$ cat src/rtl/spi_read_master.sv
// spi_read_master: single-lane SPI mode-0 read initiator.
// Sends cmd+addr MSB-first, then streams received bytes out.
module spi_read_master #(
  parameter int CLK_DIV = 2,
  parameter int LEN_W   = 8
) (
  input  logic             clk,
  input  logic             rst,
  input  logic             req_valid,
  output logic             req_ready,
  input  logic [7:0]       req_cmd,
  input  logic [23:0]      req_addr,
  input  logic [LEN_W-1:0] req_len,
  output logic             rd_valid,
  output logic [7:0]       rd_data,
  input  logic             rd_ready,
  output logic             busy,
  output logic             spi_sck,
  output logic             spi_cs_n,
  output logic             spi_mosi,
  input  logic             spi_miso
);

  localparam int CW = (CLK_DIV > 1) ? $clog2(CLK_DIV) : 1;
  localparam int BW = LEN_W + 4;
  localparam logic [CW-1:0] CMAX = CW'(CLK_DIV - 1);
  localparam logic [BW-1:0] HDR = BW'(32);

  typedef enum logic [2:0] {
    IDLE,
    SETUP,
    SHIFT,
    STALL,
    HOLD
  } state_t;

  state_t           state;
  logic [CW-1:0]    cnt;
  logic [BW-1:0]    bits;
  logic [BW-1:0]    total;
  logic [LEN_W-1:0] len_q;
  logic [31:0]      sr;
  logic [7:0]       rx;
  logic             done_byte;
  logic             sck_q;
  logic             cs_q;
  logic             tick;
  logic             in_data;
  logic             byte_edge;
  logic             stall_now;

  assign tick      = (cnt == CMAX);
  assign total     = HDR + BW'({len_q, 3'b000});
  assign in_data   = (bits >= HDR);
  assign byte_edge = in_data && (bits[2:0] == 3'd0);
  assign stall_now = byte_edge && rd_valid && !rd_ready;

  assign req_ready = (state == IDLE) && !rd_valid;
  assign spi_sck   = sck_q;
  assign spi_cs_n  = cs_q;
  // sr shifts in zeros, so its MSB is 0 in the data phase
  assign spi_mosi  = sr[31];

  // Transfer sequencer: SPI pins, bit timing and byte output
  always_ff @(posedge clk) begin
    if (rst) begin
      state     <= IDLE;
      cnt       <= '0;
      bits      <= '0;
      len_q     <= '0;
      sr        <= '0;
      rx        <= '0;
      done_byte <= 1'b0;
      sck_q     <= 1'b0;
      cs_q      <= 1'b1;
      busy      <= 1'b0;
      rd_valid  <= 1'b0;
      rd_data   <= '0;
    end else begin
      done_byte <= 1'b0;
      if (done_byte) begin
        rd_data  <= rx;
        rd_valid <= 1'b1;
      end else if (rd_valid && rd_ready) begin
        rd_valid <= 1'b0;
      end
      unique case (state)
        IDLE: begin
          if (req_valid && req_ready) begin
            sr    <= {req_cmd, req_addr};
            len_q <= req_len;
            bits  <= '0;
            cnt   <= '0;
            cs_q  <= 1'b0;
            busy  <= 1'b1;
            state <= SETUP;
          end
        end
        SETUP: begin
          if (tick) begin
            cnt   <= '0;
            state <= SHIFT;
          end else begin
            cnt <= cnt + 1'b1;
          end
        end
        SHIFT: begin
          if (!sck_q) begin
            if (!tick) begin
              cnt <= cnt + 1'b1;
            end else if (stall_now) begin
              cnt   <= '0;
              state <= STALL;
            end else begin
              cnt   <= '0;
              sck_q <= 1'b1;
              bits  <= bits + 1'b1;
              rx    <= {rx[6:0], spi_miso};
              if (in_data && bits[2:0] == 3'd7) begin
                done_byte <= 1'b1;
              end
            end
          end else begin
            if (!tick) begin
              cnt <= cnt + 1'b1;
            end else begin
              cnt   <= '0;
              sck_q <= 1'b0;
              sr    <= {sr[30:0], 1'b0};
              if (bits == total) begin
                state <= HOLD;
              end
            end
          end
        end
        STALL: begin
          if (!rd_valid || rd_ready) begin
            cnt   <= '0;
            state <= SHIFT;
          end
        end
        HOLD: begin
          if (tick) begin
            cnt   <= '0;
            cs_q  <= 1'b1;
            busy  <= 1'b0;
            state <= IDLE;
          end else begin
            cnt <= cnt + 1'b1;
          end
        end
        default: state <= IDLE;
      endcase
    end
  end

endmodule
$ cat config.mk
export PLATFORM = sky130hd
export DESIGN_NAME = spi_read_master
export DESIGN_NICKNAME = d
export VERILOG_FILES = /design/src/rtl/spi_read_master.sv
export SDC_FILE = /design/constraint.sdc
export NUM_CORES = 1
export LEC_CHECK = 0
export ABC_AREA = 1
export CAP_MARGIN = 30
export CORE_ASPECT_RATIO = 0.75
export CORE_MARGIN = 4
export CORE_UTILIZATION = 50
export CTS_BUF_LIST = sky130_fd_sc_hd__clkbuf_8
export DETAILED_ROUTE_END_ITERATION = 8
export HOLD_SLACK_MARGIN = 0.1
export PLACE_DENSITY = 0.76
export SYNTH_ARGS = -nofsm -noshare
export SYNTH_HDL_FRONTEND = slang
export SYNTH_SLANG_ARGS = --single-unit
$ cat constraint.sdc
create_clock -name clk -period 1.8 [get_ports clk]
set_clock_uncertainty 0.05 [all_clocks]
set_input_delay 0.36 -clock clk [delete_from_list [all_inputs] [get_ports clk]]
set_output_delay 0.36 -clock clk [all_outputs]
set_load 0.02 [all_outputs]
==> impl_results.md <==
- Status: finished clean
- Leak Pwr: 1.93 nW
- Clock Sinks: 77
- Maxcap violations: 0
- Top-area cell type share of the netlist area: 0.429
- Core area: 6900 um2
- Global route overflow: 0
- Setup_tns: 0 ps
- Fin cells: 701
- Slew headroom: 0.794
- Largest net degree at the start of global routing: 40
- Antenna Violating Nets Remaining: 0
- Grt met2 use: 0.348
- Worst Path Required: 2000 ps
- Final Power: 0.00635 W
- Via count: 3719
- Worst VDD drop: 0.680 mV
- Initial DRT Pass Iterations: 5
- Nets: 647
- Gate Count Post-Synth: 516
- CP Max Fanout: 4
- Die width: 106 um
- Antenna cells: 0
- Port buffer count: 58
- Vias/cell: 5.31
- CTS tree: done
- Worst r2r src: len_q[2]
- Met3 Use GR: 0.0605
- Layout cells sized above 1: 0.124
- DP HPWL: 6710 um
- Grt met1 use: 0.314
- Final count of hold timing violations: 0
- Worst Tran Pin Value: 308 ps
- Syn avg cell area: 6.97 um2
- Register area share after synthesis: 0.429
- First DRT Iteration DRCs: 341
- CP endpoint kind: flip-flop
- Row cnt: 26
- Warnings, synthesis: 0
- Yosys cell types: 29
- Num CTS Buffers: 9
- Endpoints failing setup: 0
- RSZ-0062 raised after global routing: yes
- Inst Count DP: 681
- DRC Markers: 0
- Starting Density: 0.522
- Die area: 8630 um2
- Hold path depth: 2
- Worst-path clk slew: 90 ps
- Initial antenna violation count: 0
- Internal reg-to-reg setup slack: 7 ps
- Clk root buf: clkbuf_8
- Power density over the cells: 1330 nW/um2
- Crit path arrival time: 1990 ps
- Gr busiest metal: met2
- Hold buffer count at cts: 0
- Worst R2R End: state[1]
- Crit share post-route: 0.996
- GPL Wtd Cong: 0.946
- R2R depth: 12
- Final Max Slew Viols: 0
- Startpoint types: flip-flop
- CTS Buffer Depth: 2
- IO Pins: 59
- Post-DR wirelength/cell: 13.8 um
- First-pass GRT wire length: 15600 um
- Util after Layout: 0.690
- Commonest non-fill, non-tap cell in the layout: nand2_1
- Minimum clock period: 1790 ps
- Hold WC Path Type: reg2reg
- Syn_nets: 565
- H-tree depth: 3
- Area leader, netlist: dfxtp_1
- Largest cells by area after synthesis: dfxtp_1 (43%), nand2_1 (15%), a21oi_1 (5.4%), a31oi_1 (5.4%), nor2_1 (4.4%)
- Hold slack: 404 ps
- Area Overhead vs Synth: 32.3%
- Crit path kind: reg2reg
- Clock Latency Late Sink: 360 ps
- Max Fclk: 558 MHz
- Hold EP: spi_cs_n
- Final wirelength: 9650 um
- Post-synthesis cell area: 3600 um2
- Die height: 81.5 um
- Number of global-route vias before repair: 3300
- Most frequent cells in the layout: nand2_1 (145), dfxtp_1 (74), clkdlybuf4s50_1 (55)
- Hold Path Origin: spi_cs_n
- Flops & latches, synth: 77
- GRT Util Overall: 0.226
final cells by class:
cell class                 count  area, um2
inverter                      42        158
multi-input combinational    371       1800
tap                           98        123
clock inverter                 7       67.6
sequential                    77       1550
fill                         617       2140
clock buffer                   9        124
timing repair buffer          97        945
report_power, final:
part / total [W] / leakage [nW] / internal [W] / switching (W)
combinational: 0.00279 / 1.21 / 0.00120 / 0.00159
sequential: 0.00228 / 0.631 / 0.00206 / 0.000221
clock: 0.00129 / 0.0964 / 0.000633 / 0.000656
worst max-delay path, cell delays in order, from the launching register on:
cell and delay (ps):
dfxtp_2 350, ha_1 210, nand2_1 150, nor2_2 70
buf_4 130, nand3_1 60, nand2_1 50, nor2_1 100
nand4_1 170, nand2_1 140, nand3_1 90, nand2_1 80
nor2_1 30
synth_stat cells, drive strengths merged:
library cell / count
o211ai: 2
dfxtp: 77
nand3: 18
a21oi: 40
o21bai: 1
buf: 11
o21ai: 60
inv: 42
nor3: 8
nor2: 45
xor2: 7
ha: 4
a31oi: 31
clkbuf: 15
o21a: 1
nand4: 2
xnor2: 2
nand2: 149
nor3b: 1
per-stage QoR:
stage | instance area, um2 | setup slack, ps
floorplan | 3600 | 190
global placement | 4500 | -114
detailed placement | 4500 | -155
CTS | 4690 | 6.61
global route | 4760 | -98.1
finish | 4760 | 7.18
repair_timing:
action	4_1_cts	5_1_grt
setup endpoints to repair	3	47
cloned	0	1
gates resized for setup	5	16
buffers inserted	0	3
pin swaps	0	3
logic make-up (layout without fill, tap and decap cells):
family | count (synthesis) | in the layout | synth area share
AO/OA/AOI/OAI | 135 | 135 | 0.205
XOR/XNOR | 9 | 9 | 0.0219
flip-flops | 77 | 77 | 0.429
AND/OR/NAND/NOR | 223 | 223 | 0.255
adder cells (fa/ha/maj) | 4 | 4 | 0.0139
buffers and inverters | 68 | 155 | 0.0762
routing by layer:
| layer | vias up | wire, um |
|---|---|---|
| li1 | 1864 | - |
| met4 | 0 | 177 |
| met1 | 1701 | 4500 |
| met5 | - | 0 |
| met3 | 18 | 684 |
| met2 | 136 | 4290 |
how the worst max path moves through the flow:
stage	from	to	slack [ps]	cells after the start
2_1_floorplan	state[0]	bits[10]	190	9
3_3_place_gp	rd_ready	bits[4]	-110	11
3_5_place_dp	rd_ready	bits[11]	-160	11
4_1_cts	len_q[2]	state[1]	7	12
5_1_grt	len_q[2]	state[1]	-100	12
6_report	len_q[2]	state[1]	7	12
flip-flops by register name, indices dropped and copies added, names as in the netlist:
name       cells
state          3
rd_data        8
len_q          8
sr            32
bits          12
done_byte      1
cnt            1
spi_cs_n       1
rx             8
spi_sck        1
busy           1
rd_valid       1
(Power assumes the default switching activity.)
